`src/rtl/sign_ext_pkg.sv`:
```
// Shared widths and a combinational sign-extension helper for the datapath.
package sign_ext_pkg;

    localparam int SIGNEX_IN_W  = 10;
    localparam int SIGNEX_OUT_W = 32;

    // Default-width helper for combinational users outside the registered unit.
    function automatic logic [SIGNEX_OUT_W-1:0] sign_extend(
        input logic [SIGNEX_IN_W-1:0] value
    );
        return {{(SIGNEX_OUT_W-SIGNEX_IN_W){value[SIGNEX_IN_W-1]}}, value};
    endfunction

endpackage

```
`src/rtl/sign_ext_core.sv`:
```
// Combinational sign extension of an IN_W-bit two's-complement field to OUT_W bits.
module sign_ext_core
    import sign_ext_pkg::*;
#(
    parameter int IN_W  = SIGNEX_IN_W,
    parameter int OUT_W = SIGNEX_OUT_W
) (
    input  logic [IN_W-1:0]  val_i,
    output logic [OUT_W-1:0] ext_o
);

    // A zero-width replication is illegal, so equal widths get a plain wire.
    generate
        if (OUT_W == IN_W) begin : g_pass
            assign ext_o = val_i;
        end else begin : g_ext
            assign ext_o = {{(OUT_W-IN_W){val_i[IN_W-1]}}, val_i};
        end
    endgenerate

endmodule

```
`src/rtl/sign_extender.sv`:
```
// Registered sign extender with a valid flag travelling alongside the data.
// Optional zero-extension select is enabled by defining SIGNEX_ZERO_MODE_EN.
module sign_extender
    import sign_ext_pkg::*;
#(
    parameter int IN_W  = SIGNEX_IN_W,
    parameter int OUT_W = SIGNEX_OUT_W
) (
    input  logic             clk,
    input  logic             reset,
    input  logic [IN_W-1:0]  valin,
    input  logic             in_valid,
`ifdef SIGNEX_ZERO_MODE_EN
    input  logic             zero_ext,
`endif
    output logic [OUT_W-1:0] extended,
    output logic             out_valid
);

    // Valid-only handshake (no ready): a beat with in_valid=1 is always
    // accepted and appears one edge later with out_valid=1; otherwise the
    // data register holds and out_valid drops.

    generate
        if (IN_W < 2 || IN_W > OUT_W) begin : g_bad_params
            $error("sign_extender: requires 2 <= IN_W <= OUT_W");
        end
    endgenerate

    logic [OUT_W-1:0] sext_w;
    logic [OUT_W-1:0] word_w;
    logic [OUT_W-1:0] extended_q, extended_d;
    logic             out_valid_q, out_valid_d;

    sign_ext_core #(
        .IN_W  (IN_W),
        .OUT_W (OUT_W)
    ) u_core (
        .val_i (valin),
        .ext_o (sext_w)
    );

`ifdef SIGNEX_ZERO_MODE_EN
    always_comb begin
        word_w = sext_w;
        if (zero_ext) begin
            word_w = OUT_W'(valin);
        end
    end
`else
    assign word_w = sext_w;
`endif

    always_comb begin
        extended_d  = extended_q;
        out_valid_d = in_valid;
        if (in_valid) begin
            extended_d = word_w;
        end
    end

    // Reset wins over a coincident valid beat; that beat is dropped.
    always_ff @(posedge clk) begin
        if (reset) begin
            extended_q  <= '0;
            out_valid_q <= 1'b0;
        end else begin
            extended_q  <= extended_d;
            out_valid_q <= out_valid_d;
        end
    end

    assign extended  = extended_q;
    assign out_valid = out_valid_q;

endmodule

```
`config.mk`:
```
export PLATFORM = sky130hd
export DESIGN_NAME = sign_extender
export DESIGN_NICKNAME = d
export VERILOG_FILES = /design/src/rtl/sign_ext_pkg.sv /design/src/rtl/sign_ext_core.sv /design/src/rtl/sign_extender.sv
export SDC_FILE = /design/constraint.sdc
export NUM_CORES = 1
export LEC_CHECK = 0
export ABC_AREA = 1
export BUFFER_PORTS_ARGS = -buffer_cell sky130_fd_sc_hd__buf_2
export CAP_MARGIN = 40
export CORE_MARGIN = 2
export CORE_UTILIZATION = 40
export CTS_CLUSTER_DIAMETER = 100
export DETAILED_ROUTE_END_ITERATION = 6
export PLACE_DENSITY_LB_ADDON = 0.1
export SYNTH_ARGS = -nofsm -noshare
export SYNTH_HDL_FRONTEND = slang
export SYNTH_SLANG_ARGS = --single-unit
```
`constraint.sdc`:
```
create_clock -name clk -period 1.6 [get_ports clk]
set_input_delay 0.16 -clock clk [delete_from_list [all_inputs] [get_ports clk]]
set_output_delay 0.16 -clock clk [all_outputs]
set_load 0.005 [all_outputs]
```
==> key figures, run 1 <==
Power and ir drop
  • Final Power: 615 uW
  • Comb power frac: 19.8%
  • P_int: 451 uW
  • Pleak: 0.468 nW
  • Sequential power share: 49.9%
  • Worst IR Drop VDD: 0.527 mV
  • Sw frac: between 20% and 30%
  • Pwr/cell area: 871 nW/um^2
  • Clock power share: 30.3%
  • Switching power: 164 uW

Die
  • Starting Density: 41.8%
  • Rows: 14
  • Core area: 1490 um^2
  • Die height: 43.4 um
  • Die X: 43.4 um
  • Num ports: 46
  • Die area: 1890 um^2

Clock tree
  • Num Clock Sinks: 11
  • Bufs on Longest Clock Path: 2
  • Clk_lat worst skew: 0.26 ns
  • Clock transition at path regs: 0.07 ns
  • Setup bufs post-CTS: 0
  • CTS tree: done
  • Post_cts resized: 0
  • CTS buffer count: 3
  • Number of hold buffers added after CTS: 0
  • Root buffer cell: clkbuf_4
  • Number of H-tree levels: 1

Finish
  • Area Overhead vs Synth: 13.5%
  • Sequential cell area: 220 um^2
  • Commonest non-fill, non-tap cells in the layout: buf_2 (45), nand2_1 (20), nor2_1 (15)
  • Multi-input gate area: 169 um^2
  • Final instance area: 706 um^2
  • Layout cell share with drive strength beyond 1: 47.8%
  • Antenna Cells: 0
  • Fin util: 47.4%
  • Final #Nets: 127
  • Post-Layout Cell Count: 129
  • Fill cells: 175
  • Commonest non-fill, non-tap cell in the layout: buf_2

Placed design
  • Area after DPL: between 600 and 700 um^2
  • Place WS: between 0.6 and 0.7 ns
  • GPL Wtd Cong: 0.586
  • Number of port buffers: 45
  • Cells after DPL: 125
  • DP HPWL: 741 um

STA
  • FMAX: 795 MHz
  • RSZ-0062 raised after global routing: false
  • Max-slew headroom: 67.0%
  • Worst Skew: 0 ns
  • Final Hold Fails: 0
  • Tcrit/Tclk final: 78.6%
  • Slew at the pin with the worst max-slew slack: 0.495 ns
  • Final setup viols: 0
  • Pins Over Slew Limit: 0
  • Crit path time final: 1.26 ns
  • PnR worst setup slack: 0.342 ns
  • Setup TNS Final: 0 ns
  • Hold_ws: 0.0581 ns

Setup path
  • CP startpoint kind: register
  • Nature of the critical path endpoint: output port
  • CP peak stage delay: 0.63 ns
  • Critical Path AT: between 1 and 1.5 ns
  • Reg2reg start: extended[9]$_SDFFE_PP0P_
  • Reg2Reg Depth: 2
  • FF-to-FF End: extended[9]$_SDFFE_PP0P_
  • Critical path class: register to output port
  • Family with the most delay on the worst path: flip-flops
  • Cells along the critical path: buf_2
  • CP Buf/Inv Count: 1
  • CP max FO: 24
  • CP max-delay cell: dfxtp_1
  • Worst reg2reg setup slack: 0.74 ns
  • Worst Path Required: 1.44 ns

Min path
  • Hold crit path type: primary input to register
  • Worst Hold End: out_valid$_SDFF_PP0_
  • Hold path cells: 2
  • Min-delay src: reset

Yosys
  • Avg Inst Size Synth: 7.07 um^2
  • Synth area leaders: dfxtp_1 (35%), buf_4 (27%), nand2_1 (12%), nor2_1 (9.1%), inv_1 (6.6%)
  • Synth Instances: 88
  • Synth area leader: dfxtp_1
  • Syn Nets: between 100 and 150
  • Ys Warns: 0
  • Synth cell types: 8
  • Synth Cell Area: between 600 and 700 um^2
  • Sequential share of the synthesized area: 35.4%
  • Area share of the largest cell type after synthesis: 35.4%
  • #FFs+latches synth: 11

Global route
  • Vias in the first global route: 369
  • Initial antenna violation count: 0
  • Overflow after GRT: 0
  • Largest net degree at the start of global routing: 25
  • GR Util All Layers: about an eighth
  • Global-route wire length before repair: 1570 um

Routing
  • Wire length per cell: a little over 8 um
  • Via-per-instance ratio: 3.88
  • Final antenna-violating net count: 0
  • DRT Wirelength: 1040 um
  • Post-route DRC: 0
  • DRT Pass-1 Iters: 4
  • Violation count after the first detailed-route iteration: 9
  • Via count: ~500

Outcome
  • Status: complete, no violations

Job
  • Max-cap viol count: 0
-- metal layers --
metal	part of all wire, %	vias to the layer above	GRT usage [%]
li1	-	277	-
met1	48	200	14.5
met2	42	22	16.7
met3	7.8	2	3.75
met4	1.7	0	9.09
met5	0	-	0
-- registers in the layout (all words and copies together) (netlist names) --
signal,flops
out_valid,1
extended,10
-- Yosys cell counts --
cell	n
buf_4	22
nand2_1	20
nor2_1	15
dfxtp_1	11
inv_1	11
nor2_2	6
buf_6	2
clkinv_1	1
-- how the worst max path moves through the flow --
stage                                         from            to  slack (ns)  cells past startpoint
after floorplan           extended[9]$_SDFFE_PP0P_  extended[10]        0.56                      1
after global placement    extended[9]$_SDFFE_PP0P_  extended[29]        0.64                      1
after detailed placement  extended[9]$_SDFFE_PP0P_  extended[31]        0.60                      1
after CTS                 extended[9]$_SDFFE_PP0P_  extended[31]        0.30                      1
after global routing      extended[9]$_SDFFE_PP0P_  extended[11]        0.18                      1
final                     extended[9]$_SDFFE_PP0P_  extended[31]        0.34                      1
-- cell type report --
| type | instances | area share, % |
|---|---|---|
| Tap cell | 16 | 2.84 |
| Timing Repair Buffer | 45 | 31.9 |
| Clock buffer | 4 | 3.72 |
| Sequential cell | 11 | 31.2 |
| Multi-Input combinational cell | 41 | 23.9 |
| Inverter | 12 | 6.38 |
-- power by group through the flow --
stage	clock network (mW)	registers (mW)	logic [mW]
3_3_place_gp	0	0.313	0.123
4_1_cts	0.199	0.307	0.124
3_5_place_dp	0	0.314	0.124
5_1_grt	0.210	0.311	0.139
2_1_floorplan	0	0.317	0.105
6_report	0.187	0.307	0.122
-- kinds of logic (layout without fill, tap and decap cells) --
logic type | Yosys count | after routing | synth area share (%)
buf+inv | 36 | 61 | 37.4
simple gates | 41 | 41 | 27.2
flops | 11 | 11 | 35.4
No activity file was read; power rests on OpenSTA's default activity.
==> inputs of run 2 (changes only) <==
--- a/config.mk
+++ b/config.mk
@@ -9,7 +9,7 @@
 export BUFFER_PORTS_ARGS = -buffer_cell sky130_fd_sc_hd__buf_2
 export CAP_MARGIN = 40
 export CORE_MARGIN = 2
-export CORE_UTILIZATION = 40
+export CORE_UTILIZATION = 35
 export CTS_CLUSTER_DIAMETER = 100
 export DETAILED_ROUTE_END_ITERATION = 6
 export PLACE_DENSITY_LB_ADDON = 0.1
==> constraint.sdc (replaced) <==
create_clock -name clk -period 1.1 [get_ports clk]
set_input_delay 0.11 -clock clk [delete_from_list [all_inputs] [get_ports clk]]
set_output_delay 0.11 -clock clk [all_outputs]
set_load 0.005 [all_outputs]
==> run 2 against run 1 <==
Global-route usage decreased by 1.2 points. Power increased by 46%. Sequential power increased by 43%. First-iteration DRC count decreased by 67%. Worst hold slack got worse by 0.038 ns. Critical path type unchanged. Critical endpoint is now extended[27].
==> key figures, run 2 (synthesized netlist as in run 1, its figures left out) <==
Outcome
  • Status: complete, no violations

STA
  • Worst Skew: 0 ns (unchanged)
  • Crit path time final: approximately 1 ns
  • Tcrit/Tclk final: 90.5%
  • Max-slew headroom: 76.7% (+9.7 points)
  • Final Hold Fails: 0 (unchanged)
  • FMAX: between 1000 and 1500 MHz
  • RSZ-0062 raised after global routing: false
  • Pins Over Slew Limit: 0 (unchanged)
  • Setup TNS Final: 0 ns (unchanged)
  • Slew at the pin with the worst max-slew slack: 0.350 ns (-0.145 ns)
  • Final setup viols: 0 (unchanged)

Routing
  • Via-per-instance ratio: 3.98 (+2.4%)
  • Wire length per cell: 7.66 um (-5.4%)
  • Violation count after the first detailed-route iteration: 3 (-6)
  • DRT Pass-1 Iters: 2 (-2)
  • Via count: 521 (+4.0%)
  • DRT Wirelength: 1000 um (-3.9%)
  • Post-route DRC: 0 (unchanged)
  • Final antenna-violating net count: 0 (unchanged)

Finish
  • Area Overhead vs Synth: 15.5%
  • Commonest non-fill, non-tap cells in the layout: buf_2 (45), nand2_1 (20), nor2_1 (15)
  • Fill cells: 197 (+13%)
  • Final #Nets: 128 (+0.79%)
  • Max reg flops: 10 (unchanged)
  • Fin util: 42.5% (-4.9 points)
  • Commonest non-fill, non-tap cell in the layout: buf_2
  • Layout cell share with drive strength beyond 1: 48.2% (+0.46 points)
  • Post-Layout Cell Count: 131 (+1.6%)
  • Antenna Cells: 0 (unchanged)

Global route
  • Overflow after GRT: 0 (unchanged)
  • Largest net degree at the start of global routing: 24 (-4.0%)
  • Global-route wire length before repair: 1630 um (+4.0%)
  • Vias in the first global route: 399 (+8.1%)
  • Initial antenna violation count: 0 (unchanged)
  • GR Util All Layers: 10.6% (-1.2 points)

Clock tree
  • Number of H-tree levels: 1 (unchanged)
  • CTS tree: done
  • Clock transition at path regs: 0.07 ns (about the same)
  • Post_cts resized: 0 (unchanged)
  • Clk_lat worst skew: 0.26 ns (about the same)
  • Root buffer cell: clkbuf_4
  • Bufs on Longest Clock Path: 2 (unchanged)
  • Num Clock Sinks: 11 (unchanged)
  • Setup bufs post-CTS: 0 (unchanged)
  • CTS buffer count: 3 (unchanged)
  • Number of hold buffers added after CTS: 0 (unchanged)

Setup path
  • CP startpoint kind: register
  • Nature of the critical path endpoint: output port
  • Worst Path Required: 0.99 ns (-0.45 ns)
  • Critical Path AT: 0.89 ns (-0.21 ns)
  • Critical path class: register to output port
  • CP max FO: 23 (-4.2%)

Die
  • Num ports: 46 (unchanged)
  • Die area: 2130 um^2 (+13%)
  • Die X: 46.2 um (+6.3%)
  • Rows: 15 (+1)
  • Core area: 1690 um^2 (+13%)
  • Die height: 46.2 um (+6.3%)
  • Starting Density: 36.8% (-4.9 points)

Placed design
  • GPL Wtd Cong: 0.576 (-1.7%)
  • DP HPWL: 754 um (+1.8%)
  • Cells after DPL: 127 (+1.6%)
  • Number of port buffers: 45 (unchanged)

Power and ir drop
  • Pleak: 0.474 nW (+1.3%)
  • Worst IR Drop VDD: 0.726 mV (+38%)
  • Pwr/cell area: 1250 nW/um^2 (+43%)

Min path
  • Hold crit path type: primary input to register

Job
  • Max-cap viol count: 0 (unchanged)
[run 2: cell types whose count changed in the layout (fill, tap and decap cells not counted)]
cell	previous run	this run
buf_6	0	1
[run 2: worst max-delay path: stages, from the launching register on]
cell	delay (ns)
dfxtp_1	0.34
buf_6	0.16
buf_2	0.12
[run 2: metrics by stage]
step	setup WS [ns]	hold WS (ns)	total power, mW	area, um^2
after floorplan	0.108	0.181	0.613	622
after global placement	0.318	0.287	0.637	688
after detailed placement	0.318	0.296	0.640	688
after CTS	0.0541	0.0134	0.910	714
after global routing	0.0117	0.0131	0.974	718
final	0.105	0.0204	0.896	718
[run 2: area by class of cell]
class,instances,area (um^2),share of cell area (%)
clock buffers,4,26.3,3.66
multi-input cells,41,169,23.5
repair buffers,46,236,32.9
inverters,12,45.0,6.27
flip-flops and latches,11,220,30.7
well taps,17,21.3,2.96
[run 2: final timing paths]
path / start / to / slack [ns] / cells after the start
worst min register to register: extended[7]$_SDFFE_PP0P_ / extended[7]$_SDFFE_PP0P_ / 0.47 / 2
worst max-delay path: extended[9]$_SDFFE_PP0P_ / extended[27] / 0.10 / 2
worst max register to register: extended[5]$_SDFFE_PP0P_ / extended[5]$_SDFFE_PP0P_ / 0.53 / 2
worst min-delay path: reset / out_valid$_SDFF_PP0_ / 0.02 / 2
[run 2: routing by layer]
layer | up-vias | part of all wire (%) | track usage [%]
li1 | 280 | - | -
met2 | 31 | 46 | 16.7
met3 | 0 | 13 | 5.49
met5 | - | 0 | 0
met4 | 0 | 0 | 3.43
met1 | 210 | 40 | 12.2
[run 2: where the power goes]
part           total, mW  switching [mW]  internal, mW
combinational      0.191          0.0958        0.0952
clock              0.266           0.126         0.140
sequential         0.438          0.0126         0.426
